--- config.mk ---
export PLATFORM = sky130hd
export DESIGN_NAME = l1_l2_arbiter
export DESIGN_NICKNAME = d
export VERILOG_FILES = /design/src/rtl/l1_l2_arbiter.sv
export SDC_FILE = /design/constraint.sdc
export NUM_CORES = 1
export LEC_CHECK = 0
export CORE_AREA = 2 2 284 286
export DETAILED_ROUTE_END_ITERATION = 12
export DIE_AREA = 0 0 286 288
export PLACE_DENSITY_LB_ADDON = 0.08
export SETUP_SLACK_MARGIN = 0.1
export SLEW_MARGIN = 5
export SYNTH_ARGS = -nofsm -noshare
export SYNTH_HDL_FRONTEND = slang
export SYNTH_SLANG_ARGS = --single-unit
--- constraint.sdc ---
create_clock -name clk -period 1.8 [get_ports clk]
set_clock_uncertainty 0.2 [all_clocks]
set_input_delay 0.36 -clock clk [delete_from_list [all_inputs] [get_ports clk]]
set_output_delay 0.36 -clock clk [all_outputs]
set_load 0.03 [all_outputs]
--- src/rtl/l1_l2_arbiter.sv ---
// Round-robin arbiter sharing the single L2 request port between L1i and L1d.
// state | meaning: IDLE no grant | SERVE_I/SERVE_D strobe L2 for owner | DONE ready pulse to owner
module l1_l2_arbiter #(
  parameter int ADDR_W = 28,
  parameter int DATA_W = 128
) (
  input  logic              clk,
  input  logic              proc_reset,
  input  logic              L1i_read_i,
  input  logic [ADDR_W-1:0] L1i_addr_i,
  output logic [DATA_W-1:0] L1i_rdata_o,
  output logic              L1i_ready,
  input  logic              L1d_read_i,
  input  logic              L1d_write_i,
  input  logic [ADDR_W-1:0] L1d_addr_i,
  input  logic [DATA_W-1:0] L1d_wdata_i,
  output logic [DATA_W-1:0] L1d_rdata_o,
  output logic              L1d_ready,
  output logic              L2_read,
  output logic              L2_write,
  output logic [ADDR_W-1:0] L2_addr,
  output logic [DATA_W-1:0] L2_wdata,
  input  logic [DATA_W-1:0] L2_rdata,
  input  logic              L2_ready,
  output logic              arb_busy_o,
  output logic              arb_grant_d_o
);

  typedef enum logic [1:0] {IDLE, SERVE_I, SERVE_D, DONE} state_t;

  state_t state, state_nxt;
  logic   last_grant, last_grant_nxt;
  logic   req_i, req_d;

  assign req_i = L1i_read_i;
  assign req_d = L1d_read_i | L1d_write_i;

  always_ff @(posedge clk) begin
    if (proc_reset) begin
      state      <= IDLE;
      last_grant <= 1'b1;
    end else begin
      state      <= state_nxt;
      last_grant <= last_grant_nxt;
    end
  end

  always_comb begin
    state_nxt      = state;
    last_grant_nxt = last_grant;
    case (state)
      IDLE: begin
        if (req_i && (!req_d || last_grant)) begin
          state_nxt      = SERVE_I;
          last_grant_nxt = 1'b0;
        end else if (req_d) begin
          state_nxt      = SERVE_D;
          last_grant_nxt = 1'b1;
        end
      end
      SERVE_I: begin
        if (L2_ready)   state_nxt = DONE;
        else if (!req_i) state_nxt = IDLE;
      end
      SERVE_D: begin
        if (L2_ready)   state_nxt = DONE;
        else if (!req_d) state_nxt = IDLE;
      end
      DONE: begin
        // the owner's request is stale here; only the other side may be granted
        if (last_grant && req_i) begin
          state_nxt      = SERVE_I;
          last_grant_nxt = 1'b0;
        end else if (!last_grant && req_d) begin
          state_nxt      = SERVE_D;
          last_grant_nxt = 1'b1;
        end else begin
          state_nxt = IDLE;
        end
      end
      default: state_nxt = IDLE;
    endcase
  end

  always_comb begin
    L2_read  = 1'b0;
    L2_write = 1'b0;
    L2_addr  = '0;
    L2_wdata = '0;
    case (state)
      SERVE_I: begin
        L2_read = 1'b1;
        L2_addr = L1i_addr_i;
      end
      SERVE_D: begin
        L2_write = L1d_write_i;
        L2_read  = L1d_read_i & ~L1d_write_i;
        L2_addr  = L1d_addr_i;
        L2_wdata = L1d_wdata_i;
      end
      default: ;
    endcase
  end

  assign L1i_ready     = (state == DONE) && !last_grant;
  assign L1d_ready     = (state == DONE) &&  last_grant;
  assign arb_busy_o    = (state == SERVE_I) || (state == SERVE_D);
  assign arb_grant_d_o = last_grant;

  always_ff @(posedge clk) begin
    if (proc_reset) begin
      L1i_rdata_o <= '0;
      L1d_rdata_o <= '0;
    end else begin
      if (state == SERVE_I && L2_ready)
        L1i_rdata_o <= L2_rdata;
      if (state == SERVE_D && L2_ready && L2_read)
        L1d_rdata_o <= L2_rdata;
    end
  end

endmodule

==> summary.md <==
| Metric | Value |
|---|---|
| Layout cells sized above 1 | `49.2%` |
| Top cell type's share of synthesized area | `45.8%` |
| Asr flop ratio synth | `0%` |
| CP Capture Type | `output port` |
| RSZ-0062 raised after global routing | `true` |
| Fillers | `8488` |
| DR WL/cell | `22.3 µm` |
| Syn nets | `1682` |
| Most used cell, CP | `buf_6` |
| Sequential share of the synthesized area | `45.8%` |
| Critical setup path kind | `reg2out` |
| Leading area contributor after synthesis | `dfxtp_1` |
| Avg Cell Area, Syn | `8.34 µm²` |
| Initial antenna violation count | `6` |
| Max clock buf depth | `3` |
| Leakage | `9.91 nW` |
| Tightest Pin Transition | `324 ps` |
| Max stage delay on crit path | `370 ps` |
| Rel. slew slack | `78.4%` |
| Maximum Capacitance Violations | `0` |
| Synth top cells by count | `nand2_1, dfxtp_1, a21oi_1` |
| Final worst slack | `-658 ps` |
| Hpwl dp | `54100 µm` |
| Yosys reg bits | `259` |
| Pwr dens | `1170 nW/µm²` |
| Ys flop type | `dfxtp_1` |
| Area Growth Syn to Fin | `111%` |
| CP cell instances | `inv_4 > ha_4 > buf_6 > buf_6 > a22oi_2 > nor2b_4 > buf_12` |
| Final hold slack | `212 ps` |
| Kind of cell adding the most delay to the critical path | `buffers and inverters` |
| Post-synth EDFFs | `0` |
| Final slew viol count | `0` |
| Drt drc | `0` |
| First-pass GRT wire length | `95300 µm` |
| Worst Hold Class | `in2reg` |
| Count leader, synth | `nand2_1` |
| Synth unique cells | `33` |
| Vias in the first global route | `12746` |
| CTS Root Cell | `clkbuf_16` |
| PortBufs | `735` |
| Mapped Area | `11300 µm²` |
| CP Buf/Inv Count | `4` |
| GP Congestion | `0.878` |
| CTS Buf Count | `35` |
| Final period util | `137%` |
| WP data required | `1240 ps` |
| Antenna Violating Nets Remaining | `0` |
| Die width | `286 µm` |
| Setup Total Neg Slack | `-155900 ps` |
| Die area | `82400 µm²` |
| Clock Latency Late Sink | `530 ps` |
| Outcome | `finished, violations left` |
| Worst-path clk slew | `60 ps` |
| VDD IR max | `0.579 mV` |
| I/O pin cnt | `736` |
| Final Util | `30.0%` |
| Total power | `0.0279 W` |
| Post-Route WL | `73300 µm` |
| Number of core rows | `104` |
| Pin count of the biggest net entering global routing | `56` |
| Kind of launch point of the worst setup path | `register` |
| Final Hold Vio Count | `0` |
| CTS tree | `done` |
| Layout Nets | `2517` |
| Die Ht | `288 µm` |
| Fin crit period | `2460 ps` |
| Cells after synthesis | `1359` |
| All-Layer GR Usage | `16.0%` |
| Fmax | `407 MHz` |
| Initial Utilization | `14.2%` |
| Violated checks | `negative setup slack` |
| Setup-failing EPs final | `351` |
| Critical-path top delay cell | `dfxtp_4` |
| Core Region | `79600 µm²` |
| Syn. warnings | `0` |
| TritonRoute pass-1 iters | `5` |
| First-iteration detailed-routing DRC count | `366` |
| Arr. time, crit path | `1900 ps` |
| Maximum fanout along the worst path | `5` |
| DR vias/cell | `3.78` |
| Clk sinks | `259` |
| CTS H-tree lvls | `2` |
| Grt ovf | `0` |
| Top post-synthesis cells by area | `dfxtp_1, nand2_1, a21oi_2` |
| Via count | `12422` |
[cell usage in the layout (no fill, tap or decap), drive strengths merged, types with 2 or more instances in the layout]
| master | n |
|---|---|
| a21oi | 259 |
| a22oi | 28 |
| a31oi | 2 |
| and2 | 132 |
| buf | 574 |
| bufinv | 3 |
| clkbuf | 68 |
| clkdlybuf4s50 | 316 |
| clkinv | 4 |
| dfxtp | 259 |
| diode | 4 |
| ha | 5 |
| inv | 6 |
| nand2 | 514 |
| nand3b | 2 |
| nor2 | 4 |
| nor2b | 31 |
[worst min-delay path, delay by kind of cell]
family	cells	cell delay (ps)
compound gates	1	50
buf+inv	1	420
simple gates	1	70
[routing by layer]
metal	share of wire (%)	vias to the layer above	GRT usage (%)
met2	50	377	27.3
met4	1.9	4	4.27
met1	42	5891	19.3
li1	-	6072	-
met5	0.041	-	0
met3	6.7	78	5.07
[report_power, final]
part | leakage, nW | internal (W) | switching [W]
Sequential | 2.09 | 0.00619 | 0.000271
Combinational | 7.26 | 0.00710 | 0.00730
Clock | 0.552 | 0.00424 | 0.00283
[cell type report]
type | instances | area, µm² | share of cell area, %
clock buffer | 51 | 986 | 4.12
tap | 1060 | 1330 | 5.55
antenna | 4 | 10.0 | 0.0419
sequential | 259 | 5190 | 21.7
timing repair buffer | 908 | 9750 | 40.8
multi-input combinational | 987 | 6490 | 27.1
inverter | 3 | 16.3 | 0.0680
clock inverter | 11 | 144 | 0.602
[cell families after synthesis]
logic type / synth area share (%)
AND/OR/NAND/NOR: 28.7
buffers and inverters: 7.64
AO/OA/AOI/OAI: 17.3
adder cells (fa/ha/maj): 0.552
flip-flops: 45.8
[path summary, 6_finish.rpt]
check                                     from                           end  slack, ps  depth (start not counted)
setup / recovery         state[0]$_SDFFE_PP0P_                    L2_addr[0]       -660                          7
setup reg to reg         state[0]$_SDFFE_PP0P_  L1d_rdata_o[11]$_SDFFE_PP0P_       -580                         13
hold / removal                     L2_rdata[6]   L1i_rdata_o[6]$_SDFFE_PP0P_        210                          3
hold reg to reg   L1i_rdata_o[21]$_SDFFE_PP0P_  L1i_rdata_o[21]$_SDFFE_PP0P_        250                          2
[metrics by stage]
stage / std cells / area, µm² / setup slack [ps]
after floorplan: 1359 / 12300 / -55.9
after global placement: 3139 / 21500 / -578
after detailed placement: 3139 / 21500 / -595
after CTS: 3238 / 22900 / -712
after global routing: 3283 / 23900 / -713
final: 3283 / 23900 / -658
[registers in the layout, summed over array words and instances, names as in the netlist]
name / cells
L1d_rdata_o: 128
L1i_rdata_o: 128
state: 2
arb_grant_d_o: 1
[what timing repair did]
action / in CTS / in global routing
setup endpoints to repair: 632 / 478
resized for setup: 1262 / 87
hold buffers: 1 / 0
cloned: 11 / 22
setup buffers: 26 / 22
pin swaps: 21 / 20
hold endpoints to repair: 9 / 0
(Power assumes the default switching activity.)
==> edit 1, RTL diff (same flow settings) <==
Change the parameter `ADDR_W` from 28 to 20.
--- a/src/rtl/l1_l2_arbiter.sv
+++ b/src/rtl/l1_l2_arbiter.sv
@@ -2,5 +2,5 @@
 // state | meaning: IDLE no grant | SERVE_I/SERVE_D strobe L2 for owner | DONE ready pulse to owner
 module l1_l2_arbiter #(
-  parameter int ADDR_W = 28,
+  parameter int ADDR_W = 20,
   parameter int DATA_W = 128
 ) (
Ports: changed (resized L1d_addr_i, L1i_addr_i and L2_addr); port bits go from 736 to 712. The function was not compared with the original's and may differ.
==> edit 1 against the original RTL <==
- the run still ends with negative setup slack left
- power shrank 1.7%
- cell area is 3.2% lower
- count of clock-buffer cells in the layout grew 3
- setup slack improved by 0.0049 ns
- non-clock buffer count is 13 lower
- sequential cell count stayed put
- register-to-register slack gained 0.26 ns
- first-iteration DRC count up 22%
- via count down 1.4%
- critical path depth is the same
- synthesized area is 7.3% lower
- largest cell class unchanged
- routed wire length fell by 6.4%
- critical endpoint is now L2_wdata[125]
==> edit 1: results (changes against the original RTL) <==
GRT:
- The largest net degree at the start of global routing was 86 (+54%).
- The via count of the first global-routing pass is 12370 (-2.9%).

Placed design:
- The minimum setup slack after placement came to -0.5120 ns (+0.08304 ns).
- The count of buffers inserted at the top-level ports came to 711 (-3.3%).
- The HPWL reported at the end of detailed placement came to 48860 um (-9.7%).

Layout:
- The fill cell instance count of the final layout is 8572 (+0.99%).

Pwr:
- The power drawn by the clock network is 6.90 mW (-2%).
- The internal power is 17.46 mW (-0.41%).
- The maximum VDD drop was 605.7 uV (+4.6%).
- The leakage power of the design is 9.449 nW (-4.6%).

Status:
- The run finished, with violations left.
- The final reports fail on negative setup slack.

Worst setup path:
- The longest individual stage delay on the worst path is 0.34 ns (-0.03 ns).
- The logic depth of the worst register-to-register path is 11 (-2).
- The setup slack of the worst register-to-register path came to -0.32 ns (+0.26 ns).
- The capture instance of the worst register-to-register path is L1d_rdata_o[18].
- The worst-path maximum fanout is 8 (+3).
- The startpoint identified for the worst register-to-register timing path is state[1].

Logic synthesis:
- After synthesis, the cell types taking the most area are dfxtp_1 (49%), nand2_1 (18%), a21oi_1 (11%).
- The total nets after synthesis is 1647 (-2.1%).
- The portion of the post-synthesis area used by sequential elements is 49.34% (+3.6 points).
- After synthesis, the most frequently instantiated cells are nand2_1 (514), dfxtp_1 (259), a21oi_1 (222).
- The number of distinct library cells after synthesis is 30 (-9.1%).

CTS:
- The number of CTS-inserted buffers came to 34 (-2.9%).

STA:
- The worst hold slack after final layout is 0.2015 ns (-0.01023 ns).
- The setup violation total in the final timing report was 410 (+17%).
- The least setup slack across all paths after layout is -0.6532 ns (+0.004919 ns).

Drt:
- The post-detailed-route via-to-cell ratio is 3.766 (-0.48%).
- The sum of met2 wire segment lengths after detailed routing was 32370 um (-11%).
- The initial DRC count came to 445 (+22%).
- The met3 layer wire length in the routed design is 5547 um (+13%).
[edit 1: cell count changes after synthesis, sizes merged]
cell and delta:
nor2b -8, buf +6, dlymetal6s2s -1, dlygate4sd1 -2, a22oi -8, clkbuf -6
[edit 1: cell families after synthesis]
kind of cell / share of synthesized area, %
and+or+nand+nor: 28.13
AOI/OAI and AO/OA: 15.95
DFF: 49.34
buffers and inverters: 5.977
adders and majority gates: 0.5953
[edit 1: final cells by class]
class                      instances  area (um2)  area share [%]
multi-input combinational        971        5756           24.86
inverter                           3       13.76         0.05946
clock inverter                     5       68.82          0.2973
tap                             1060        1326           5.729
clock buffer                      54        1057           4.567
timing repair buffer             895        9721           41.99
sequential                       259        5194           22.44
antenna                            5       12.51         0.05405
[edit 1: repair_timing]
item,CTS,global route
hold buffers,1,0
endpoints found under the hold margin,5,0
endpoints found under the setup margin,635,465
cloned,20,22
pin swaps,33,96
setup buffers,33,14
gates resized for setup,1313,149
[edit 1: through the flow]
step                cell area [um2]  std cells  TNS (ns)
global route                  23150       3251   -165.37
CTS                           21970       3215   -128.98
detailed placement            20300       3102   -118.30
global placement              20300       3102   -113.93
finish                        23150       3252   -139.01
floorplan                     11210       1340  -0.01477
[edit 1: worst max path at each step]
stage                      endpoint
floorplan                L2_addr[8]
global route          L2_wdata[123]
CTS                    L2_wdata[49]
finish                L2_wdata[125]
detailed placement  L1d_rdata_o[74]
global placement    L1d_rdata_o[73]
[edit 1: worst register-to-register path: stages, from the launching register on]
cell       delay, ns
dfxtp_4         0.34
buf_6           0.11
ha_4            0.16
buf_8           0.15
buf_4           0.14
buf_4           0.13
o2111ai_4       0.11
buf_6           0.17
buf_12          0.16
buf_12          0.18
nand2_1         0.09
a21oi_2         0.12
==> edit 2, RTL diff (same settings) <==
Made on the original files. The 4 states of `state_t` get a one-hot encoding in 4 bits.
--- a/src/rtl/l1_l2_arbiter.sv
+++ b/src/rtl/l1_l2_arbiter.sv
@@ -27,5 +27,5 @@
 );
 
-  typedef enum logic [1:0] {IDLE, SERVE_I, SERVE_D, DONE} state_t;
+  typedef enum logic [3:0] {IDLE = 4'b0001, SERVE_I = 4'b0010, SERVE_D = 4'b0100, DONE = 4'b1000} state_t;
 
   state_t state, state_nxt;
Formal check against the unedited RTL: same outputs for any inputs over 4 cycles, from zero or initial values and one cycle with proc_reset high; so few cycles prove little.
==> edit 2 against the original RTL <==
- the run still ends with negative setup slack left
- synthesized area decreased by 9.6%
- cell area decreased by 2.2%
- count of clock-buffer cells in the layout unchanged
- core utilization decreased by 0.66 points
- sequential cell count increased by 2
- hold slack got worse by 0.023 ns
- sequential share of layout area increased by 0.65 points
- global-route usage increased by 5.1 points
- routed wire length increased by 25%
- setup slack got worse by 0.19 ns
- largest cell class unchanged
Power is not compared: it rests on default switching activity, and its combinational part moved more than twofold at a synthesized area within 25%.
==> edit 2: results (changes against the original RTL) <==
GRT:
- The initial antenna violation count was 43 (+37).
- The overall global routing resource usage came to 21.14% (+5.1 points).
- The largest net degree at the start of global routing is 71 (+27%).
- The via count of the first global-routing pass is 12440 (-2.4%).
- The wire length of the first global-routing pass is 117500 um (+23%).

Drt:
- The average wire length per cell after detail routing is 28.34 um (+27%).
- The count of vias placed by the detailed router is 12600 (+1.4%).
- The initial DRC count was 491 (+34%).

Logic synthesis:
- By area the synthesized netlist is led by dfxtp_1 (51%), nand2_1 (19%), a21oi_1 (13%).
- The share of the synthesized netlist area taken by xor and xnor gates was 0.08553% (+0.086 points).
- Ranked by instance count, the synthesized netlist is headed by nand2_1 (515), dfxtp_1 (261), a21oi_1 (258).
- The synthesis warning total came to 0 (unchanged).
- The portion of the post-synthesis area used by sequential elements is 51.03% (+5.3 points).
- The portion of netlist area occupied by mux cells is 0% (unchanged).
- The compound-cell area share of the yosys netlist is 16.03% (-1.3 points).
- The number of distinct library cells after synthesis came to 32 (-3.0%).
- The arithmetic-cell share of the synthesized area counting full adders, half adders and majority gates is 0% (-0.55 points).
- The total nets after synthesis is 1654 (-1.7%).

Worst setup path:
- The worst-path cell with the longest stage delay is dfxtp_2.
- The longest individual stage delay on the worst path is 0.34 ns (-0.03 ns).
- The data arrival time of the critical path came to 2.09 ns (+0.19 ns).
- The worst-path maximum fanout was 8 (+3).

Layout:
- The footprint of the flip-flops and latches is 0.005231 mm2 (+0.72%).
- The fraction of area in multi-input gates is 21.95% (-5.2 points).
- The fraction of area in clock buffers and inverters came to 4.846% (+0.12 points).
- The number of multi-input logic gates was 965 (-2.2%).
- In the final layout, the registers with the most flip-flops are L1d_rdata_o: 128 flops, L1i_rdata_o: 128 flops, state: 4 flops.
- The fill cell instance count of the final layout is 8468 (-0.24%).
- The fraction of cell area in non-clock buffers was 45.15% (+4.4 points).
- The layout clock buffer count is 51 (unchanged).
- The final net count came to 2471 (-1.8%).
- The layout cell share with drive strength beyond 1 came to 27.18% (-22 points).
- The count of non-CTS buffers in the layout was 888 (-2.2%).
- The non-clock inverter instance count of the final layout was 1 (-2).
- The antenna diode count came to 1 (-3).

Placed design:
- The count of buffers inserted at the top-level ports is 735 (unchanged).
- The global placer's final weighted congestion is 0.9273 (+5.6%).
- The minimum setup slack after placement came to -0.9434 ns (-0.3483 ns).
- The HPWL reported at the end of detailed placement was 70550 um (+30%).

Min path:
- The path type of the worst min-delay path is primary input to flop.

Pwr:
- The maximum VDD drop is 468.6 uV.

Status:
- The final reports fail on negative setup slack.
- The flow ran to the end, but the final reports show violations.

STA:
- The tightest slew margin relative to the limit is 58.86% (-20 points).
- The setup violation total in the final timing report is 651 (+85%).
- The least setup slack across all paths after layout came to -0.8521 ns (-0.1940 ns).

CTS:
- The number of CTS-inserted buffers is 36 (+2.9%).
- The worst-case clock buffer depth came to 3 (unchanged).
- The clock sink count is 261 (+0.77%).
-- edit 2: what timing repair did --
item | CTS | global route
cloned | 22 | 9
endpoints found under the setup margin | 654 | 656
resized for setup | 246 | 35
pin swaps | 62 | 7
hold buffers | 1 | 0
setup buffers | 31 | 14
hold endpoints to repair | 15 | 0
-- edit 2: final timing paths --
check	start	to	slack [ns]	cells after the start
worst min-delay path	L2_rdata[58]	L1i_rdata_o[58]	0.19	3
worst max-delay path	state[0]	L2_wdata[99]	-0.85	8
worst min register to register	L1d_rdata_o[11]	L1d_rdata_o[11]	0.25	2
worst max register to register	state[0]	L1d_rdata_o[6]	-0.71	13
-- edit 2: stage by stage --
step                std cells  TNS (ns)  power (mW)  area, um2
finish                   3239   -363.69       19.23      23390
global route             3238   -418.92       20.06      23390
CTS                      3215   -347.22       19.42      22910
detailed placement       3098   -237.56       11.57      20150
global placement         3098   -236.96       11.58      20150
floorplan                1336    -40.17       8.446      10930
-- edit 2: routing by layer --
layer	track usage [%]	share of wire [%]	wire, um
met1	23.96	39	36010
met5	0	0	0
met2	40.53	53	49010
met3	5.008	5.7	5235
met4	2.997	1.7	1554
-- edit 2: power by group through the flow --
stage / clock (mW) / sequential [mW] / combinational, mW
after detailed placement: 0 / 6.22 / 5.34
after global placement: 0 / 6.22 / 5.36
after floorplan: 0 / 6.49 / 1.95
after global routing: 7.43 / 6.13 / 6.50
after CTS: 7.22 / 6.10 / 6.10
final: 6.92 / 6.11 / 6.21
-- edit 2: cells by family after synthesis --
logic type      Yosys count
compound gates          299
flops                   261
xor+xnor                  1
simple gates            665
buf+inv                 110
-- edit 2: worst max-delay path: cells and delay by family (launching register included) --
kind                   cells  cell delay, ns
flip-flops                 1            0.34
buffers and inverters      6            0.79
AND/OR/NAND/NOR            2            0.40
